## src/rtl/i2c_pkg.sv

```systemverilog
// Shared types and constants for the I2C target and its bus front end.
// Optional feature macro used by the target: I2C_TARGET_AUTOINC_EN.
package i2c_pkg;

    localparam int BYTE_BITS = 8;
    localparam int RW_BIT    = 0;

    typedef enum logic [2:0] {
        ST_IDLE     = 3'd0,
        ST_DEV_ADDR = 3'd1,
        ST_REG_ADDR = 3'd2,
        ST_WR_DATA  = 3'd3,
        ST_RD_DATA  = 3'd4
    } state_e;

    // ACK sub-phase: WAIT is between the 8th rising edge and the following
    // falling edge, SLOT is the 9th SCL low/high, POST is after the 9th rise.
    typedef enum logic [1:0] {
        PH_BITS     = 2'd0,
        PH_ACK_WAIT = 2'd1,
        PH_ACK_SLOT = 2'd2,
        PH_ACK_POST = 2'd3
    } phase_e;

    function automatic logic addr_match(input logic [7:0] rx, input logic [6:0] dev);
        return rx[7:1] == dev;
    endfunction

endpackage

```

## src/rtl/i2c_bus_sync.sv

```systemverilog
// Synchronizes raw SCL/SDA and derives SCL edge pulses plus START/STOP pulses.
// Synchronizers reset to the idle-high bus level so reset never fakes an edge.
module i2c_bus_sync #(
    parameter int SYNC_STAGES = 2
) (
    input  logic clk,
    input  logic reset,
    input  logic scl_i,
    input  logic sda_i,
    output logic sda_o,
    output logic scl_rise_o,
    output logic scl_fall_o,
    output logic start_o,
    output logic stop_o
);

    localparam int N = (SYNC_STAGES < 2) ? 2 : SYNC_STAGES;

    logic [N-1:0] scl_sync_q;
    logic [N-1:0] sda_sync_q;
    logic         scl_dly_q;
    logic         sda_dly_q;
    logic         scl_s;
    logic         sda_s;

    always_ff @(posedge clk) begin
        if (reset) begin
            scl_sync_q <= '1;
            sda_sync_q <= '1;
            scl_dly_q  <= 1'b1;
            sda_dly_q  <= 1'b1;
        end else begin
            scl_sync_q <= {scl_sync_q[N-2:0], scl_i};
            sda_sync_q <= {sda_sync_q[N-2:0], sda_i};
            scl_dly_q  <= scl_s;
            sda_dly_q  <= sda_s;
        end
    end

    assign scl_s = scl_sync_q[N-1];
    assign sda_s = sda_sync_q[N-1];

    // SCL must be high on both sides of the SDA transition to qualify.
    assign sda_o      = sda_s;
    assign scl_rise_o = scl_s & ~scl_dly_q;
    assign scl_fall_o = ~scl_s & scl_dly_q;
    assign start_o    = scl_s & scl_dly_q & sda_dly_q & ~sda_s;
    assign stop_o     = scl_s & scl_dly_q & ~sda_dly_q & sda_s;

endmodule

```

## src/rtl/i2c_target.sv

```systemverilog
// I2C target: device address, register address, then data bytes on a byte-wide
// register port. Define I2C_TARGET_AUTOINC_EN to auto-increment reg_addr.
module i2c_target
    import i2c_pkg::*;
#(
    parameter logic [6:0] DEV_ADDR    = 7'h50,
    parameter int         SYNC_STAGES = 2
) (
    input  logic       clk,
    input  logic       reset,
    input  logic       scl_in,
    input  logic       sda_in,
    output logic       sda_oe,
    output logic [7:0] reg_addr,
    output logic [7:0] reg_wdata,
    output logic       reg_wr_en,
    output logic       reg_rd_en,
    input  logic [7:0] reg_rdata,
    output logic       busy
);

    logic sda_s;
    logic scl_rise;
    logic scl_fall;
    logic start_p;
    logic stop_p;

    i2c_bus_sync #(
        .SYNC_STAGES (SYNC_STAGES)
    ) u_sync (
        .clk        (clk),
        .reset      (reset),
        .scl_i      (scl_in),
        .sda_i      (sda_in),
        .sda_o      (sda_s),
        .scl_rise_o (scl_rise),
        .scl_fall_o (scl_fall),
        .start_o    (start_p),
        .stop_o     (stop_p)
    );

    state_e     state_q,     state_d;
    phase_e     phase_q,     phase_d;
    logic [2:0] bit_cnt_q,   bit_cnt_d;
    logic [7:0] shift_q,     shift_d;
    logic       drive_ack_q, drive_ack_d;
    logic       sda_oe_q,    sda_oe_d;
    logic [7:0] reg_addr_q,  reg_addr_d;
    logic [7:0] reg_wdata_q, reg_wdata_d;
    logic       wr_en_q,     wr_en_d;
    logic       rd_en_q,     rd_en_d;
    logic       load_q,      load_d;
    logic       busy_q,      busy_d;
    logic [7:0] rx_byte;

    assign rx_byte = {shift_q[6:0], sda_s};

    always_ff @(posedge clk) begin
        if (reset) begin
            state_q     <= ST_IDLE;
            phase_q     <= PH_BITS;
            bit_cnt_q   <= 3'd0;
            shift_q     <= 8'd0;
            drive_ack_q <= 1'b0;
            sda_oe_q    <= 1'b0;
            reg_addr_q  <= 8'd0;
            reg_wdata_q <= 8'd0;
            wr_en_q     <= 1'b0;
            rd_en_q     <= 1'b0;
            load_q      <= 1'b0;
            busy_q      <= 1'b0;
        end else begin
            state_q     <= state_d;
            phase_q     <= phase_d;
            bit_cnt_q   <= bit_cnt_d;
            shift_q     <= shift_d;
            drive_ack_q <= drive_ack_d;
            sda_oe_q    <= sda_oe_d;
            reg_addr_q  <= reg_addr_d;
            reg_wdata_q <= reg_wdata_d;
            wr_en_q     <= wr_en_d;
            rd_en_q     <= rd_en_d;
            load_q      <= load_d;
            busy_q      <= busy_d;
        end
    end

    always_comb begin
        state_d     = state_q;
        phase_d     = phase_q;
        bit_cnt_d   = bit_cnt_q;
        shift_d     = shift_q;
        drive_ack_d = drive_ack_q;
        sda_oe_d    = sda_oe_q;
        reg_addr_d  = reg_addr_q;
        reg_wdata_d = reg_wdata_q;
        wr_en_d     = 1'b0;
        rd_en_d     = 1'b0;
        load_d      = rd_en_q;
        busy_d      = busy_q;

`ifdef I2C_TARGET_AUTOINC_EN
        // Step after the strobe so the sink sees the address of this byte.
        if (wr_en_q || rd_en_q) begin
            reg_addr_d = reg_addr_q + 8'd1;
        end
`endif
        // Read data lands one clk after the sink registers the strobe.
        if (load_q) begin
            shift_d = reg_rdata;
        end

        if (start_p) begin
            state_d     = ST_DEV_ADDR;
            phase_d     = PH_BITS;
            bit_cnt_d   = 3'd0;
            shift_d     = 8'd0;
            drive_ack_d = 1'b0;
            sda_oe_d    = 1'b0;
        end else if (stop_p) begin
            state_d     = ST_IDLE;
            phase_d     = PH_BITS;
            bit_cnt_d   = 3'd0;
            drive_ack_d = 1'b0;
            sda_oe_d    = 1'b0;
            busy_d      = 1'b0;
        end else if (state_q != ST_IDLE) begin
            case (phase_q)
                PH_BITS: begin
                    if (scl_rise) begin
                        bit_cnt_d = bit_cnt_q + 3'd1;
                        if (state_q != ST_RD_DATA) begin
                            shift_d = rx_byte;
                        end
                        if (bit_cnt_q == 3'(BYTE_BITS - 1)) begin
                            phase_d     = PH_ACK_WAIT;
                            drive_ack_d = 1'b1;
                            case (state_q)
                                ST_DEV_ADDR: begin
                                    if (addr_match(rx_byte, DEV_ADDR)) begin
                                        busy_d  = 1'b1;
                                        state_d = rx_byte[RW_BIT] ? ST_RD_DATA : ST_REG_ADDR;
                                    end else begin
                                        state_d     = ST_IDLE;
                                        phase_d     = PH_BITS;
                                        drive_ack_d = 1'b0;
                                        busy_d      = 1'b0;
                                    end
                                end
                                ST_REG_ADDR: begin
                                    reg_addr_d = rx_byte;
                                    state_d    = ST_WR_DATA;
                                end
                                ST_WR_DATA: begin
                                    reg_wdata_d = rx_byte;
                                    wr_en_d     = 1'b1;
                                end
                                default: begin
                                    // Read byte done: the master owns the ACK slot.
                                    drive_ack_d = 1'b0;
                                end
                            endcase
                        end
                    end else if (scl_fall && state_q == ST_RD_DATA && bit_cnt_q != 3'd0) begin
                        sda_oe_d = ~shift_q[7];
                        shift_d  = {shift_q[6:0], 1'b0};
                    end
                end
                PH_ACK_WAIT: begin
                    if (scl_fall) begin
                        sda_oe_d = drive_ack_q;
                        phase_d  = PH_ACK_SLOT;
                    end
                end
                PH_ACK_SLOT: begin
                    if (scl_rise) begin
                        phase_d = PH_ACK_POST;
                        if (state_q == ST_RD_DATA) begin
                            if (drive_ack_q || !sda_s) begin
                                rd_en_d = 1'b1;
                            end else begin
                                state_d = ST_IDLE;
                                phase_d = PH_BITS;
                                busy_d  = 1'b0;
                            end
                        end
                    end
                end
                default: begin
                    if (scl_fall) begin
                        phase_d     = PH_BITS;
                        bit_cnt_d   = 3'd0;
                        drive_ack_d = 1'b0;
                        if (state_q == ST_RD_DATA) begin
                            sda_oe_d = ~shift_q[7];
                            shift_d  = {shift_q[6:0], 1'b0};
                        end else begin
                            sda_oe_d = 1'b0;
                        end
                    end
                end
            endcase
        end
    end

    always_comb begin
        sda_oe    = sda_oe_q;
        reg_addr  = reg_addr_q;
        reg_wdata = reg_wdata_q;
        reg_wr_en = wr_en_q;
        reg_rd_en = rd_en_q;
        busy      = busy_q;
    end

endmodule

```

## config.mk

```make
export PLATFORM = sky130hd
export DESIGN_NAME = i2c_target
export DESIGN_NICKNAME = d
export VERILOG_FILES = /design/src/rtl/i2c_pkg.sv /design/src/rtl/i2c_bus_sync.sv /design/src/rtl/i2c_target.sv
export SDC_FILE = /design/constraint.sdc
export NUM_CORES = 1
export LEC_CHECK = 0
export ABC_CLOCK_PERIOD_IN_PS = 5340
export CORE_AREA = 2 2 88 90
export DETAILED_ROUTE_END_ITERATION = 8
export DIE_AREA = 0 0 90 92
export HOLD_SLACK_MARGIN = 0.08
export PLACE_DENSITY = 0.65
export SETUP_SLACK_MARGIN = 0.2
export SLEW_MARGIN = 25
export SYNTH_ARGS = -nofsm -noshare
export SYNTH_HDL_FRONTEND = slang
export SYNTH_SLANG_ARGS = --single-unit
```

## constraint.sdc

```tcl
create_clock -name clk -period 5.34 [get_ports clk]
set_input_delay 0.534 -clock clk [delete_from_list [all_inputs] [get_ports clk]]
set_output_delay 0.534 -clock clk [all_outputs]
set_load 0.05 [all_outputs]
```

==> flow_metrics.env <==
export IMPL_finalNetCount=328
export IMPL_fin_setup_tns_ns=0
export IMPL_drt_iter0_drc=170
export IMPL_die_area_mm2=0.00828
export IMPL_die_w_um=90
export IMPL_yosysUniqueCellTypes=54
export IMPL_async_flop_share_pct=0
export IMPL_yosysMostFrequentCell="dfxtp_1"
export IMPL_crit_type="flop to flop"
export IMPL_final_max_slew_viol_count=0
export IMPL_cts_htree_levels=2
export IMPL_startpoint_type="flop"
export IMPL_hp_class="flop to flop"
export IMPL_cp_max_fo=16
export IMPL_n_antenna_cell=0
export IMPL_intPower_w=0.000499
export IMPL_chipHeight_um=92
export IMPL_post_cts_resized=0
export IMPL_yosys_register_bits=44
export IMPL_grt_usage_pct=15.3
export IMPL_netSwitchingFraction_pct=22.3
export IMPL_max_slew_margin_pct=53.5
export IMPL_worstSkewPairLatency_ns=0.31
export IMPL_path_clk_slew_ns=0.09
export IMPL_finClkSkew_ns=0.0139
export IMPL_place_congestion=0.842
export IMPL_worst_ep_arrival_time_ns=2.73
export IMPL_vias_per_cell=5.38
export IMPL_wl_per_cell_um=15.3
export IMPL_whs_ns=0.417
export IMPL_syn2layout_area_growth_pct=18.7
export IMPL_core_rowCount=32
export IMPL_ios=32
export IMPL_ys_flop_type="dfxtp_1"
export IMPL_clock_sinks=44
export IMPL_max_freq_mhz=393
export IMPL_portBuffers=31
export IMPL_syn_avg_cell_area_um2=8.91
export IMPL_cap_viol_max_count=0
export IMPL_dr_pass1_iters=4
export IMPL_syn_inst=289
export IMPL_grt_overflow=0
export IMPL_synth_common_cells="44 x dfxtp_1, 32 x mux2i_1, 32 x nor2_1, 17 x nand2_1"
export IMPL_power_leakage_nw=1.16
export IMPL_grt_max_degree=29
export IMPL_core_area_mm2=0.00745
export IMPL_cts_root_buffer="clkbuf_8"
export IMPL_vias=2217
export IMPL_ir_drop_mv=0.133
export IMPL_synth_top_area_share_pct=34.2
export IMPL_crit_slowest_cell="ha_1"
export IMPL_setup_viol=0
export IMPL_p_per_area_mw_per_mm2=210
export IMPL_cp_cell_sequence="inv_1 -> ha_1 -> and3b_1 -> nand2_1 -> nor4bb_2 -> buf_4 -> mux2i_1 -> nor2_1"
export IMPL_clockBufferDepth=2
export IMPL_dp_hpwl_um=4290
export IMPL_cp_required_ns=5.53
export IMPL_drc=0
export IMPL_antenna_left=0
export IMPL_cts_tree="done"
export IMPL_comb_power_share_pct=4.9
export IMPL_post_cts_setup_buffers=0
export IMPL_status="completed"
export IMPL_syn_area_mm2=0.00258
export IMPL_final_cells=412
export IMPL_grt_setup_unrepaired="false"
export IMPL_nFillCells=778
export IMPL_cpLargestDelayFamily="simple AND/OR/NAND/NOR gates"
export IMPL_drive_gt1_share_pct=12.6
export IMPL_hold_viol_final=0
export IMPL_synth_edf_count=0
export IMPL_initial_core_util_pct=34.6
export IMPL_p_seq_share_pct=52.2
export IMPL_routed_wl_um=6320
export IMPL_synth_nets=308
export IMPL_synthTopCellsByArea="dfxtp_1 34%, mux2i_1 12%, nor2_1 4.7%"
export IMPL_worst_pin_slew_ns=0.697
export IMPL_crit_path_max_incr_delay_ns=0.51
export IMPL_cp_end_kind="flop"
export IMPL_yosys_area_top_type="dfxtp_1"
export IMPL_ys_warn_count=0
export IMPL_crit_buf_inv=2
export IMPL_first_global_vias=2043
export IMPL_antenna_found_initial=0
export IMPL_dp_cells=404
export IMPL_cts_hold_buf=0
export IMPL_netSwitchingPower_w=0.000144
export IMPL_yosysSeqAreaShare_pct=34.2
export IMPL_grt_pass1_wl_um=10400
export IMPL_period_share_pct=47.7
export IMPL_cts_buffers=5
export IMPL_pwr_share_clk_pct=42.9
export IMPL_layout_min_cycle_time_ns=2.55
-- power groups by stage --
stage / Sequential (W) / Combinational, W / Clock [W]
final: 0.000335 / 0.0000317 / 0.000276
after global routing: 0.000336 / 0.0000350 / 0.000292
after CTS: 0.000335 / 0.0000317 / 0.000279
after detailed placement: 0.000343 / 0.0000314 / 0
after global placement: 0.000343 / 0.0000312 / 0
after floorplan: 0.000340 / 0.0000208 / 0
-- registers in the layout, indices dropped and copies added (netlist names) --
signal and cells:
reg_addr 8, u_sync.sda_dly_q 1, sda_oe 1, reg_rd_en 1, drive_ack_q 1, u_sync.scl_sync_q 2
phase_q 2, state_q 3, load_q 1, shift_q 8, reg_wr_en 1, reg_wdata 8
busy 1, u_sync.scl_dly_q 1, u_sync.sda_sync_q 2, bit_cnt_q 3
-- worst paths after layout --
| path | depth (start not counted) | from | slack, ns | to |
|---|---|---|---|---|
| max | 8 | phase_q[0] | 2.79 | reg_wdata[7] |
| min | 1 | u_sync.scl_sync_q[0] | 0.42 | u_sync.scl_sync_q[1] |
| min reg2reg | 1 | u_sync.scl_sync_q[0] | 0.42 | u_sync.scl_sync_q[1] |
| max reg2reg | 8 | phase_q[0] | 2.79 | reg_wdata[7] |
-- kinds of logic after synthesis --
kind of cell,after synthesis,share of synthesized area (%)
and+or+nand+nor,100,21.1
xor gates and xnor gates,2,0.680
muxes,40,15.9
buffers and inverters,27,5.05
AOI/OAI and AO/OA,69,19.7
adders and majority gates,7,3.40
DFF,44,34.2
-- per-layer routing --
metal	part of all wire, %	up-vias	track usage, %
li1	-	1096	-
met1	48	1041	22.2
met2	44	76	23.2
met3	7.7	4	3.78
met4	0.73	0	3.08
met5	0	-	0
-- area by class of cell --
cell class	count	area, um^2	area share [%]
Multi-Input combinational cell	218	1580	51.6
Sequential cell	44	881	28.8
Timing Repair Buffer	33	325	10.6
Tap cell	102	128	4.17
Clock buffer	6	82.6	2.70
Clock inverter	2	38.8	1.27
Inverter	7	26.3	0.859
-- metrics by stage --
| stage | power (W) | cell area [um^2] | worst slack, ns | util (%) |
|---|---|---|---|---|
| after floorplan | 0.000361 | 2580 | 3.45 | - |
| after CTS | 0.000646 | 3050 | 2.80 | 41.0 |
| after global placement | 0.000374 | 2930 | 2.93 | 39.4 |
| after global routing | 0.000663 | 3060 | 2.62 | 41.1 |
| final | 0.000643 | 3060 | 2.79 | 41.1 |
| after detailed placement | 0.000374 | 2930 | 2.82 | 39.4 |
-- layout by cell type (no fill, tap or decap), types with 2 or more instances in the layout --
cell and count:
nand4_1 2, xnor2_1 2, inv_1 7, or2_2 9, a31oi_1 5, nor2_1 32
ha_1 7, or4_1 2, nor2b_1 7, buf_4 2, nand3_1 8, nand2_1 17
mux2i_1 32, a211o_1 7, o21ai_0 15, a211oi_1 2, nor3b_2 2, a221o_1 6
nand2b_1 5, dfxtp_1 44, mux2_2 8, a21oi_1 15, clkdlybuf4s50_1 31, a221oi_1 5
or3_1 2, nor3_1 2, clkbuf_8 6, a22oi_1 2
No activity file was read; power rests on OpenSTA's default activity.
